$ cat src/rtl/tftlcd_rx.sv
// DE-mode RGB panel receiver: finds frames from the DEN-low vertical blank, regenerates
// pixel coordinates, emits a qualified pixel stream and checks line/frame geometry.
module tftlcd_rx #(
  parameter int X_PX              = 800,
  parameter int Y_PX              = 480,
  parameter int VBLANK_MIN_CYCLES = 8000,
  parameter int GAP_W             = 20
) (
  input  logic        i_CLK,
  input  logic        i_Reset,
  input  logic [7:0]  i_R,
  input  logic [7:0]  i_G,
  input  logic [7:0]  i_B,
  input  logic        i_DEN,
  input  logic        i_STBYB,
  output logic [23:0] o_RGB,
  output logic        o_Valid,
  output logic [15:0] o_XPx,
  output logic [15:0] o_YPx,
  output logic        o_SOF,
  output logic        o_EOL,
  output logic        o_EOF,
  output logic        o_Locked,
  output logic        o_LineErr,
  output logic        o_FrameErr
);

  localparam logic [15:0]      X_COUNT    = 16'(X_PX);
  localparam logic [15:0]      X_LAST     = 16'(X_PX - 1);
  localparam logic [15:0]      Y_COUNT    = 16'(Y_PX);
  localparam logic [15:0]      Y_LAST     = 16'(Y_PX - 1);
  localparam logic [GAP_W-1:0] GAP_VBLANK = GAP_W'(VBLANK_MIN_CYCLES);
  localparam logic [GAP_W-1:0] GAP_MAX    = {GAP_W{1'b1}};

  typedef enum logic [1:0] {SEARCH, FRAME_WAIT, LINE, BLANK} state_t;

  // Reset asserts asynchronously and releases on a clock edge.
  logic rst_meta_reg, rst_sync_reg;
  always_ff @(posedge i_CLK or posedge i_Reset) begin
    if (i_Reset) begin
      rst_meta_reg <= 1'b1;
      rst_sync_reg <= 1'b1;
    end else begin
      rst_meta_reg <= 1'b0;
      rst_sync_reg <= rst_meta_reg;
    end
  end

  logic [23:0] rgb1_reg;
  logic        den1_reg, stby1_reg;
  always_ff @(posedge i_CLK or posedge rst_sync_reg) begin
    if (rst_sync_reg) begin
      rgb1_reg  <= '0;
      den1_reg  <= 1'b0;
      stby1_reg <= 1'b0;
    end else begin
      rgb1_reg  <= {i_R, i_G, i_B};
      den1_reg  <= i_DEN;
      stby1_reg <= i_STBYB;
    end
  end

  state_t           state_reg, state_next;
  logic [GAP_W-1:0] gap_reg, gap_next, gap_now;
  logic [15:0]      x_reg, x_next, y_reg, y_next;
  logic             frame_bad_reg, frame_bad_next;
  logic             vblank_hit;

  // Gap including the current stage-1 sample.
  assign gap_now    = den1_reg ? '0 : ((gap_reg == GAP_MAX) ? gap_reg : gap_reg + GAP_W'(1));
  assign vblank_hit = (gap_now >= GAP_VBLANK);

  always_ff @(posedge i_CLK or posedge rst_sync_reg) begin
    if (rst_sync_reg) state_reg <= SEARCH;
    else              state_reg <= state_next;
  end

  always_comb begin
    state_next = state_reg;
    if (!stby1_reg) begin
      state_next = SEARCH;
    end else begin
      case (state_reg)
        SEARCH:     if (vblank_hit) state_next = FRAME_WAIT;
        FRAME_WAIT: if (den1_reg) state_next = LINE;
        LINE:       if (!den1_reg) state_next = BLANK;
        BLANK: begin
          if (den1_reg)        state_next = LINE;
          else if (vblank_hit) state_next = FRAME_WAIT;
        end
        default:    state_next = SEARCH;
      endcase
    end
  end

  logic [23:0] rgb_reg;
  logic [15:0] xpx_reg, xpx_next, ypx_reg, ypx_next;
  logic        valid_reg, valid_next, sof_reg, sof_next, eol_reg, eol_next, eof_reg, eof_next;
  logic        locked_reg, locked_next, line_err_reg, line_err_next, frame_err_reg, frame_err_next;
  logic        pixel_en;
  logic [15:0] pix_x, pix_y;

  always_comb begin
    gap_next       = gap_now;
    x_next         = x_reg;
    y_next         = y_reg;
    frame_bad_next = frame_bad_reg;
    locked_next    = locked_reg;
    xpx_next       = xpx_reg;
    ypx_next       = ypx_reg;
    valid_next     = 1'b0;
    sof_next       = 1'b0;
    eol_next       = 1'b0;
    eof_next       = 1'b0;
    line_err_next  = 1'b0;
    frame_err_next = 1'b0;
    pixel_en       = 1'b0;
    pix_x          = '0;
    pix_y          = '0;
    if (!stby1_reg) begin
      gap_next       = '0;
      x_next         = '0;
      y_next         = '0;
      frame_bad_next = 1'b0;
      locked_next    = 1'b0;
    end else begin
      case (state_reg)
        FRAME_WAIT: if (den1_reg) begin
          pixel_en       = 1'b1;
          y_next         = '0;
          frame_bad_next = 1'b0;
        end
        LINE: begin
          if (den1_reg) begin
            pixel_en = 1'b1;
            pix_x    = x_reg;
            pix_y    = y_reg;
          end else begin
            line_err_next  = (x_reg != X_COUNT);
            frame_bad_next = frame_bad_reg | (x_reg != X_COUNT);
            y_next         = (y_reg == 16'hFFFF) ? y_reg : y_reg + 16'd1;
          end
        end
        BLANK: begin
          if (den1_reg) begin
            pixel_en = 1'b1;
            pix_y    = y_reg;
          end else if (vblank_hit) begin
            frame_err_next = (y_reg != Y_COUNT);
            locked_next    = (y_reg == Y_COUNT) && !frame_bad_reg;
          end
        end
        default: ;
      endcase
      if (pixel_en) begin
        x_next = (pix_x == 16'hFFFF) ? pix_x : pix_x + 16'd1;
        if (pix_x < X_COUNT && pix_y < Y_COUNT) begin
          valid_next = 1'b1;
          xpx_next   = pix_x;
          ypx_next   = pix_y;
          sof_next   = (pix_x == 16'd0) && (pix_y == 16'd0);
          eol_next   = (pix_x == X_LAST);
          eof_next   = (pix_x == X_LAST) && (pix_y == Y_LAST);
        end
      end
    end
  end

  always_ff @(posedge i_CLK or posedge rst_sync_reg) begin
    if (rst_sync_reg) begin
      gap_reg       <= '0;
      x_reg         <= '0;
      y_reg         <= '0;
      frame_bad_reg <= 1'b0;
      rgb_reg       <= '0;
      xpx_reg       <= '0;
      ypx_reg       <= '0;
      valid_reg     <= 1'b0;
      sof_reg       <= 1'b0;
      eol_reg       <= 1'b0;
      eof_reg       <= 1'b0;
      locked_reg    <= 1'b0;
      line_err_reg  <= 1'b0;
      frame_err_reg <= 1'b0;
    end else begin
      gap_reg       <= gap_next;
      x_reg         <= x_next;
      y_reg         <= y_next;
      frame_bad_reg <= frame_bad_next;
      rgb_reg       <= rgb1_reg;
      xpx_reg       <= xpx_next;
      ypx_reg       <= ypx_next;
      valid_reg     <= valid_next;
      sof_reg       <= sof_next;
      eol_reg       <= eol_next;
      eof_reg       <= eof_next;
      locked_reg    <= locked_next;
      line_err_reg  <= line_err_next;
      frame_err_reg <= frame_err_next;
    end
  end

  assign o_RGB      = rgb_reg;
  assign o_Valid    = valid_reg;
  assign o_XPx      = xpx_reg;
  assign o_YPx      = ypx_reg;
  assign o_SOF      = sof_reg;
  assign o_EOL      = eol_reg;
  assign o_EOF      = eof_reg;
  assign o_Locked   = locked_reg;
  assign o_LineErr  = line_err_reg;
  assign o_FrameErr = frame_err_reg;

endmodule

$ cat config.mk
export PLATFORM = sky130hd
export DESIGN_NAME = tftlcd_rx
export DESIGN_NICKNAME = d
export VERILOG_FILES = /design/src/rtl/tftlcd_rx.sv
export SDC_FILE = /design/constraint.sdc
export NUM_CORES = 1
export LEC_CHECK = 0
export ABC_AREA = 1
export BUFFER_PORTS_ARGS = -buffer_cell sky130_fd_sc_hd__buf_2
export CAP_MARGIN = 40
export CORE_MARGIN = 1.5
export CORE_UTILIZATION = 55
export CTS_CLUSTER_SIZE = 24
export DETAILED_ROUTE_END_ITERATION = 10
export PLACE_DENSITY = 0.74
export SLEW_MARGIN = 20
export SYNTH_ARGS = -nofsm -noshare
export SYNTH_HDL_FRONTEND = slang
export SYNTH_SLANG_ARGS = --single-unit
$ cat constraint.sdc
create_clock -name i_CLK -period 5.5 [get_ports i_CLK]
set_input_delay 0.55 -clock i_CLK [delete_from_list [all_inputs] [get_ports i_CLK]]
set_output_delay 0.55 -clock i_CLK [all_outputs]
set_load 0.01 [all_outputs]
# ---- Yosys cells after proc, flatten, opt, wreduce, memory -nomap -nowiden
# Cells that the tools add are included.
# Widths: inputs -> output; s select.
dict set report classes {
  add_sub_neg 3
  magnitude_cmp 3
  n_eq_ne 19
  mux 53
  n_bitwise 1
  n_reduce_logical 15
}
# cell n
set op_table {}
lappend op_table {{$mux 16} 13}
lappend op_table {{$mux 20} 3}
lappend op_table {{$add 16x1->16 const B} 2}
lappend op_table {{$eq 16x16->1 const B} 2}
lappend op_table {{$eq 16x9->1 const B} 2}
lappend op_table {{$logic_not 16->1} 2}
lappend op_table {{$pmux 16 s2} 1}
lappend op_table {{$mux 1} 29}
lappend op_table {{$add 20x1->20 const B} 1}
lappend op_table {{$eq 20x20->1 const B} 1}
lappend op_table {{$ge 20x13->1 const B} 1}
lappend op_table {{$eq 16x10->1 const B} 1}
lappend op_table {{$lt 16x10->1 const B} 1}
lappend op_table {{$lt 16x9->1 const B} 1}
lappend op_table {{$ne 16x10->1 const B} 1}
lappend op_table {{$ne 16x9->1 const B} 1}
lappend op_table {{$mux 2} 5}
lappend op_table {{$ne 3x3->1 const B} 3}
lappend op_table {{$reduce_and 3->1} 3}
lappend op_table {{$pmux 2 s4} 1}
lappend op_table {{$ne 2x1->1 const B} 3}
lappend op_table {{$eq 2x2->1 const B} 2}
lappend op_table {{$logic_and 1x1->1} 4}
lappend op_table {{$reduce_and 4->1} 1}
lappend op_table {{other kinds (10)} 10}
dict set report word_totals {
  ff_bits 146
  in_bits 28
  out_inout_bits 63
  wordCells 114
}

# ---- Depth between registers and ports, before layout
# Gate-level depths: netlist of the first run.
dict set report depth {
  depth_word 9
  ltp_mapped 15
}

# ---- Worst setup path after synthesis of the first run
# Ideal clock, no wire load.
dict set report synth_timing {
  path_type {register to register}
  start {reg den1_reg}
  end {reg x_reg[14]}
  setup_time_ps 127
  arrival_ps 1924
  required_ps 5373
  slack_ps 3449
  stages_incl_launch_ff 14
  synth_period_minus_slack_ps 2051
  cell_sequence {dfrtp_1 > nand2_2 > inv_2 > buf_6 > nand3_4 > inv_1 > ha_1 > inv_1 > nor4_2 > nand3_1 > nor2_1 > nand3_1 > o211ai_1 > o21ai_1}
}
dict set report synth_via {
  elab_chain_cells 7
}
# item line_no
set synth_rtl {}
lappend synth_rtl {{start, declared} 50} ;# logic den1_reg, stby1_reg;
lappend synth_rtl {{start signal, assigned} 58} ;# den1_reg <= i_DEN;
lappend synth_rtl {{$mux 16} 134} ;# if (den1_reg) begin
lappend synth_rtl {{$mux 16} 127} ;# case (state_reg)
lappend synth_rtl {{$mux 16} 120} ;# if (!stby1_reg) begin
lappend synth_rtl {{$add 16x1->16 / $eq 16x16->1 (equally long branches)} 156} ;# x_next = (pix_x == 16'hFFFF) ? pix_x : pix_x + 16'd1;
lappend synth_rtl {{$mux 16} 156}
lappend synth_rtl {{$mux 16} 155} ;# if (pixel_en) begin
lappend synth_rtl {{$mux 16} 120}
lappend synth_rtl {{end signal, assigned} 187} ;# x_reg <= x_next;
lappend synth_rtl {{end, declared} 65} ;# logic [15:0] x_reg, x_next, y_reg, y_next;
# Several ways; a longest one is shown, not always the timed one. The select of a mux whose other input is x is not followed.
# A chain may end at the register's enable or synchronous reset.

# ---- Worst setup path in the final report of the first run
dict set report layout_timing {
  start {reg stby1_reg}
  end {reg y_reg[10]}
}
dict set report layout_via {
  elab_chain_cells 2
}
# item line_no
set layout_rtl {}
lappend layout_rtl {{start, declared} 50}
lappend layout_rtl {{start signal, assigned} 59} ;# stby1_reg <= i_STBYB;
lappend layout_rtl {{$ne 3x1->1 (no source line) / $ne 3x3->1 (equally long branches)} n/a}
lappend layout_rtl {{$reduce_and 4->1 (no source line)} n/a}
lappend layout_rtl {{end signal, assigned} 188} ;# y_reg <= y_next;
lappend layout_rtl {{end, declared} 65}
# Several ways; a longest one is shown, not always the timed one.

==> metrics.txt, run 1 <==
status finished with violations; failing checks DRC; static leakage 3.80 nW; Initial Util 57.0%; first-pass GRT wire length 25.0 mm; CTS Hold Bufs 0; placed wire-length estimate 11.0 mm; transition time of the tightest slew-check pin 0.668 ns; met3 WL 730 um; clk_skew 0.0112 ns; NetSw 0.561 mW; htree depth 4; share of the synthesized area in the top cell type 54.9%; Syn Area/Cell 8.68 um^2; final hold slack 0.161 ns; largest net degree at the start of global routing 79; Clk network pwr share 49.2%; CP Capture Type register; register area share after synthesis 55.7%; power after layout 2.35 mW; area leader, netlist dfrtp_1; full die area 0.0126 mm^2; internal power 1.78 mW; gpl congestion 0.995; DR top layer met4; Vias/cell 5.34; Final ANT Viol Nets 0; routed length on met1 6.72 mm; Rows 39; die width 112 um; setup TNS 0 ns; vias in the first global route 5204; Final Cycle Share 52.4%; CP Launch Type register; DRC 2; power per cell area 304 mW/mm^2; Clock Root Buffer clkbuf_16; Max Root-Sink Buffers 2; Placed Cells 975; Gate Count Post-Synth 756; TritonCTS Buffers 17; ys flop type dfrtp_1; Resized cells post-CTS 0; crit path kind reg2reg; DR iter-0 viols 378; antenna diode count 0; IO Pins 91; Finished Core Util 67.0%; Via Count 5381; clk sinks 146; final setup fails 0; drt total wl 15.1 mm; mapped cell area 0.00656 mm^2; Worst-path clk slew 0.06 ns; initial antenna violation count 0; proportion of layout cells with a drive suffix above 1 18.0%; RSZ-0062 raised after global routing no; Final min period 2.88 ns; Final Max Tran Viols 0; Nets 885; Post-CTS Setup Inserts 0; post-synthesis cell type count 39; worst-skew pair later-pin latency 0.43 ns; FMAX 347 MHz; Area growth syn-to-layout 17.7%; Area contributors post-synth dfrtp_1 55%, nand2_1 8.2%, inv_1 6.4%, nor2_1 5.0%, nand3_1 5.0%; Setup WS post-layout 2.62 ns; sequential share of power 47.4%; Max-slew headroom 55.4%; Layout Cells excl Fill 1008; Seq cells post-synth 146; Final Cell Area 0.00772 mm^2; Req. time, crit path 5.81 ns; VDD IR max 0.358 mV; Congestion Overflow GR 0; CP arrival 3.19 ns; Post-synth EDFFs 0; drt wl/cell 15.0 um; TritonCTS clock tree built; Die Ht 112 um; Hold Fails Final Rpt 0; Post-DP Area 0.00709 mm^2; Post-synth ARST share 100%; Syn Nets 789; # fillers 945; switching share of power 23.9%; GRT Total Usage 25.4%; Setup WS pre-CTS 2.70 ns; crit path max fanout 18; DRT Pass-1 Iters 8; wire length on met2 7.42 mm; port buffer count 90; Gate power share 3.4%; commonest non-fill, non-tap cells in the layout 144 x dfrtp_1, 143 x nand2_1, 110 x inv_1; commonest non-fill, non-tap cell in the layout dfrtp_1; Yosys warning count 0; HP Class in2async; CORE AREA 0.0115 mm^2; max_cap viols 0
## power groups by stage
stage | sequential [mW] | combinational (mW) | clock [mW]
3_3_place_gp | 1.13 | 0.0764 | 0
5_1_grt | 1.11 | 0.0887 | 1.22
4_1_cts | 1.11 | 0.0786 | 1.18
2_1_floorplan | 1.14 | 0.0358 | 0
6_report | 1.11 | 0.0788 | 1.15
3_5_place_dp | 1.13 | 0.0782 | 0
## synth_stat cells (5+ instances only)
cell type  instances
dfrtp_1          144
nand2_1          143
inv_1            111
nor2_1            88
nand3_1           65
o21ai_0           43
nand4_1           20
nor3_1            20
a21oi_1           19
o21ai_1           19
xor2_1            12
buf_6              8
inv_2              8
ha_1               5
nor2_2             5
## layer usage
layer / track usage [%] / vias up
met1: 33.9 / 2584
met5: 0 / -
li1: - / 2617
met3: 5.67 / 21
met2: 41.3 / 159
met4: 9.37 / 0
## critical path: stages (launching register included)
cell,delay [ns]
dfrtp_1,0.74
inv_1,0.47
nor2_2,0.53
nand2_1,0.17
o21ai_1,0.11
a21oi_1,0.10
nand2_2,0.19
inv_2,0.15
nand3_1,0.13
a21oi_1,0.07
o21ai_0,0.07
inv_1,0.05
## logic make-up after synthesis
logic type,share of synthesized area (%)
XOR/XNOR,1.74
flip-flops,55.7
other,0.0572
AO/OA/AOI/OAI,7.38
adder cells (fa/ha/maj),0.954
buffers and inverters,8.77
AND/OR/NAND/NOR,25.4
## area by class of cell
type / instances / area, um^2 / area share, %
Multi-Input combinational cell: 475 / 2330 / 30.2
Clock buffer: 18 / 439 / 5.69
Tap cell: 143 / 179 / 2.32
Inverter: 119 / 452 / 5.85
Sequential cell: 146 / 3660 / 47.4
Timing Repair Buffer: 93 / 500 / 6.48
Clock inverter: 14 / 166 / 2.16
## final timing paths
kind	slack, ns	from	to	cells past startpoint
worst max-delay path	2.62	stby1_reg$_DFF_PP0_	y_reg[10]$_DFFE_PP0P_	11
worst max register to register	2.62	stby1_reg$_DFF_PP0_	y_reg[10]$_DFFE_PP0P_	11
min in group i_CLK	0.23	i_B[5]	rgb1_reg[5]$_DFF_PP0_	1
worst min-delay path	0.16	i_Reset	rst_meta_reg$_DFF_PP1_	2
max in group asynchronous	4.09	rst_sync_reg$_DFF_PP1_	o_XPx[0]$_DFFE_PP0P_	3
worst min register to register	0.35	rgb1_reg[1]$_DFF_PP0_	o_RGB[1]$_DFF_PP0_	0
(Power assumes the default switching activity.)
==> run 2, diff against run 1 <==
==> constraint.sdc (replaced) <==
create_clock -name i_CLK -period 2.7 [get_ports i_CLK]
set_input_delay 0.27 -clock i_CLK [delete_from_list [all_inputs] [get_ports i_CLK]]
set_output_delay 0.27 -clock i_CLK [all_outputs]
set_load 0.01 [all_outputs]
==> run 2 against run 1 <==
Net effect: the run still ends with DRC left; cell count increased by 3.9%; worst hold slack improved by 0.049 ns; combinational power increased by 150%; total power increased by 100%; maximum frequency increased by 20%; wire length increased by 1.9%; clock power increased by 100%.
==> metrics.txt, run 2 (synthesis results as in run 1) <==
drt wl/cell 14.7 um (-1.9%); Final Cell Area 0.00803 mm^2 (+4.0%); Cell Chain, Critical Path buf_4 -> nor3_2 -> ha_1 -> inv_1 -> nor4_2 -> nand3_1 -> nor2_1 -> nand3_1 -> o211ai_1 -> o21ai_1; worst-skew pair later-pin latency 0.43 ns (about the same); crit-path max cell delay 0.41 ns (-0.33 ns); Finished Core Util 69.7% (+2.7 points); # fillers 902 (-4.6%); transition time of the tightest slew-check pin 0.536 ns (-0.132 ns); commonest non-fill, non-tap cells in the layout 144 x dfrtp_1, 143 x nand2_1, 110 x inv_1; TritonCTS Buffers 17 (unchanged); Req. time, crit path 3.01 ns (-2.80 ns); area taken by multi-input logic gates 0.00233 mm^2 (+0.22%); clk sinks 146 (unchanged); drt total wl 15.4 mm (+1.9%); DRC 1 (-1); power after layout 4.76 mW (+100%); antenna diode count 0 (unchanged); commonest non-fill, non-tap cell in the layout dfrtp_1; GRT Total Usage 26.8% (+1.3 points); CP Launch Type register; Bufs and invs on worst path 2 (-1); failing checks DRC; Die Ht 112 um (unchanged); Vias/cell 5.22 (-2.3%); Max Root-Sink Buffers 2 (unchanged); DR iter-0 viols 378 (unchanged); status finished with violations; register area 0.00366 mm^2 (unchanged); Via Count 5463 (+1.5%); final setup fails 0 (unchanged); vias in the first global route 5434 (+4.4%); Final Max Tran Viols 0 (unchanged); initial antenna violation count 0 (unchanged); Final min period 2.40 ns (-0.477 ns); Max-slew headroom 63.9% (+8.5 points); htree depth 4 (unchanged); Worst path top cell family by delay simple AND/OR/NAND/NOR gates; CP arrival 2.71 ns (-0.48 ns); CP max stage cell dfrtp_1; die width 112 um (unchanged); FMAX 416 MHz (+20%); proportion of layout cells with a drive suffix above 1 18.4% (+0.33 points); placed wire-length estimate 10.9 mm (-0.36%); most used cell along the critical path nand3_1; static leakage 3.94 nW (+3.9%); Hold Fails Final Rpt 0 (unchanged); CP Capture Type register; RSZ-0062 raised after global routing no; crit path kind reg2reg; clk_skew 0.0108 ns (-0.000450 ns); final hold slack 0.210 ns (+0.0490 ns); IO Pins 91 (unchanged); gpl congestion 0.931 (-6.4%); Worst-path clk slew 0.07 ns (about the same); first-pass GRT wire length 26.4 mm (+5.7%); Area growth syn-to-layout 22.4%; Rows 39 (unchanged); Initial Util 57.0% (unchanged); full die area 0.0126 mm^2 (unchanged); Clock Root Buffer clkbuf_16; CORE AREA 0.0115 mm^2 (unchanged); VDD IR max 0.566 mV (+58%); Final Cycle Share 89.0% (+37 points); TritonCTS clock tree built; Final ANT Viol Nets 0 (unchanged); max_cap viols 0 (unchanged); Congestion Overflow GR 0 (unchanged); port buffer count 90 (unchanged); largest net degree at the start of global routing 37 (-53%); Nets 924 (+4.4%); power per cell area 593 mW/mm^2 (+95%); crit path max fanout 6 (-12); HP Class reg2async; Post-DP Area 0.00718 mm^2 (+1.3%); DRT Pass-1 Iters 10 (+2); Post-CTS Setup Inserts 0 (unchanged); setup TNS 0 ns (unchanged)
run 2: path summary, 6_finish.rpt:
check | startpoint | end | slack [ns] | cells past startpoint
min | rst_sync_reg$_DFF_PP1_ | o_RGB[20]$_DFF_PP0_ | 0.21 | 1
max | state_reg[0]$_DFFE_PP0P_ | x_reg[14]$_DFFE_PP0P_ | 0.30 | 10
max reg2reg | state_reg[0]$_DFFE_PP0P_ | x_reg[14]$_DFFE_PP0P_ | 0.30 | 10
max in group asynchronous | rst_sync_reg$_DFF_PP1_ | o_XPx[13]$_DFFE_PP0P_ | 1.76 | 2
min reg2reg | rst_sync_reg$_DFF_PP1_ | o_RGB[20]$_DFF_PP0_ | 0.21 | 1
min in group i_CLK | rgb1_reg[9]$_DFF_PP0_ | o_RGB[9]$_DFF_PP0_ | 0.35 | 0
run 2: what timing repair did:
action                                  CTS  global route
endpoints found under the setup margin    0             1
hold buffers                             27             0
gates resized for setup                   0             2
hold endpoints to repair                 28             0
run 2: cell type report:
cell class	count	area share (%)
Inverter	119	5.64
Clock buffer	19	5.39
Sequential cell	146	45.5
Timing Repair Buffer	132	10.4
Tap cell	143	2.23
Multi-Input combinational cell	475	29.1
Clock inverter	13	1.78
run 2: metrics by stage:
step | worst slack (ns) | cells
5_1_grt | 0.0434 | 1047
4_1_cts | 0.250 | 1047
6_report | 0.297 | 1047
3_5_place_dp | 0.300 | 988
3_3_place_gp | 0.396 | 988
2_1_floorplan | 0.523 | 756
run 2: where the power goes:
group | total [mW] | switching, mW | internal [mW]
registers | 2.26 | 0.0213 | 2.24
logic | 0.197 | 0.120 | 0.0769
clock network | 2.30 | 0.998 | 1.30
run 2: per-layer routing:
metal | share of wire (%) | track usage, %
met2 | 49 | 43.8
met4 | 2.2 | 10.1
met3 | 4.7 | 6.70
met1 | 44 | 34.9
met5 | 0 | 0
==> run 3, diff against run 2 <==
--- a/config.mk
+++ b/config.mk
@@ -10,6 +10,7 @@
 export CAP_MARGIN = 40
 export CORE_MARGIN = 1.5
 export CORE_UTILIZATION = 55
+export CTS_BUF_LIST = sky130_fd_sc_hd__clkbuf_16
 export CTS_CLUSTER_SIZE = 24
 export DETAILED_ROUTE_END_ITERATION = 10
 export PLACE_DENSITY = 0.74
==> run 3 against run 2 <==
Net effect: largest cell class unchanged; design area unchanged; maximum frequency grew 0.35%; the flow still finishes with violations (DRC); highest routed layer unchanged; wire length hardly changed; global-route usage barely moved.
==> metrics.txt, run 3 (synthesis results as in run 1) <==
status finished with violations; failing checks DRC; CORE AREA 0.0115 mm^2 (unchanged); Rows 39 (unchanged); final setup fails 0 (unchanged); full die area 0.0126 mm^2 (unchanged); CP arrival 2.71 ns (about the same); first-pass GRT wire length 26.5 mm (+0.21%); largest net degree at the start of global routing 37 (unchanged); TritonCTS Buffers 17 (unchanged); DR iter-0 viols 364 (-3.7%); gpl congestion 0.931 (unchanged); max_cap viols 0 (unchanged); switching share of power 24.0% (+0.11 points); TritonCTS clock tree built; Hold Fails Final Rpt 0 (unchanged); DRT Pass-1 Iters 10 (unchanged); Final Cycle Share 88.7% (-0.31 points); die width 112 um (unchanged); crit path kind reg2reg; sequential share of power 47.5% (about the same); Final ANT Viol Nets 0 (unchanged); Worst-path clk slew 0.07 ns (about the same); Area growth syn-to-layout 22.4% (unchanged); placed wire-length estimate 10.9 mm (unchanged); Nets 924 (unchanged); r2r startpoint state_reg[0]$_DFFE_PP0P_; Req. time, crit path 3.01 ns (about the same); commonest non-fill, non-tap cells in the layout 144 x dfrtp_1, 143 x nand2_1, 112 x inv_1; drt wl/cell 14.7 um (about the same); CP Capture Type register; commonest non-fill, non-tap cell in the layout dfrtp_1; setup TNS 0 ns (unchanged); R2R Setup Slk 0.31 ns (about the same); proportion of layout cells with a drive suffix above 1 18.4% (unchanged); Congestion Overflow GR 0 (unchanged); NetSw 1.14 mW (+0.42%); IO Pins 91 (unchanged); clk_skew 0.0125 ns (+0.00174 ns); Gate power share 4.1% (about the same); static leakage 3.95 nW (+0.21%); FMAX 418 MHz (+0.35%); GRT Total Usage 26.8% (+0.047 points); Final Max Tran Viols 0 (unchanged); # fillers 904 (+0.22%); Vias/cell 5.24 (+0.40%); HP Class reg2async; power per cell area 593 mW/mm^2 (about the same); Die Ht 112 um (unchanged); Clock Root Buffer clkbuf_16; Worst Reg-to-Reg Cells 10 (unchanged); Worst R2R End x_reg[14]$_DFFE_PP0P_; DRC 1 (unchanged); Setup WS post-layout 0.305 ns (+0.00845 ns); internal power 3.62 mW (-0.21%); Final min period 2.39 ns (-0.00845 ns); antenna diode count 0 (unchanged); Setup WS pre-CTS 0.300 ns (unchanged); htree depth 4 (unchanged); vias in the first global route 5450 (+0.29%); Setup crit end x_reg[14]$_DFFE_PP0P_; transition time of the tightest slew-check pin 0.540 ns (+0.00405 ns); Crit. Startpoint state_reg[0]$_DFFE_PP0P_; RSZ-0062 raised after global routing no; drt total wl 15.4 mm (about the same); CP Launch Type register; clk sinks 146 (unchanged); VDD IR max 0.568 mV (+0.34%); crit path max fanout 6 (unchanged); initial antenna violation count 0 (unchanged); Via Count 5485 (+0.40%); worst-skew pair later-pin latency 0.44 ns (about the same); Max Root-Sink Buffers 2 (unchanged); Clk network pwr share 48.3% (about the same); Initial Util 57.0% (unchanged); port buffer count 90 (unchanged); Max-slew headroom 63.7% (-0.27 points)
-- run 3: power groups by stage --
stage	Sequential [mW]	Combinational [mW]	Clock, mW
finish	2.26	0.197	2.30
global route	2.27	0.221	2.42
CTS	2.26	0.199	2.33
detailed placement	2.30	0.168	0
global placement	2.30	0.165	0
floorplan	2.31	0.0732	0
-- run 3: worst min path at each step --
stage,from,endpoint,slack (ns),depth (start not counted)
2_1_floorplan,i_Reset,rst_meta_reg$_DFF_PP1_,0.18,1
3_3_place_gp,rst_sync_reg$_DFF_PP1_,gap_reg[0]$_DFF_PP0_,0.21,1
3_5_place_dp,rst_sync_reg$_DFF_PP1_,gap_reg[0]$_DFF_PP0_,0.22,1
4_1_cts,rst_sync_reg$_DFF_PP1_,o_RGB[20]$_DFF_PP0_,0.22,1
5_1_grt,rst_sync_reg$_DFF_PP1_,o_RGB[20]$_DFF_PP0_,0.23,1
6_report,rst_sync_reg$_DFF_PP1_,o_RGB[20]$_DFF_PP0_,0.21,1
-- run 3: final cells by class --
class,instances,area (um^2),area share [%]
flip-flops and latches,146,3660,45.5
well taps,143,179,2.23
repair buffers,132,833,10.4
multi-input cells,475,2330,29.1
inverters,119,453,5.64
clock inverters,15,150,1.87
clock buffers,17,425,5.30
-- run 3: timing repair --
action,4_1_cts,5_1_grt
setup endpoints to repair,0,1
hold buffers,27,0
gates resized for setup,0,2
setup buffers,0,0
endpoints found under the hold margin,28,0
-- run 3: metrics by stage --
stage          power (mW)  hold slack, ns  utilization [%]  instance area (um^2)  cells
6_report             4.76           0.211             69.7                  8030   1047
5_1_grt              4.91           0.233             69.7                  8030   1047
4_1_cts              4.79           0.223             69.7                  8020   1047
3_5_place_dp         2.47           0.219             62.3                  7180    988
3_3_place_gp         2.46           0.211             62.3                  7180    988
2_1_floorplan        2.39           0.182                -                  6560    756
-- run 3: worst max-delay path, stage by stage, from the launching register on --
cell	delay, ns
dfrtp_1	0.41
buf_4	0.18
nor3_2	0.33
ha_1	0.28
inv_1	0.10
nor4_2	0.32
nand3_1	0.17
nor2_1	0.17
nand3_1	0.11
o211ai_1	0.10
o21ai_1	0.09
-- run 3: metal layers --
layer	GRT usage (%)	up-vias	share of wire [%]	routed length, um
met2	43.9	154	49	7540
met4	10.1	0	2.3	356
met5	0	-	0	0
met1	34.8	2599	44	6740
li1	-	2697	-	-
met3	6.91	35	5.0	767
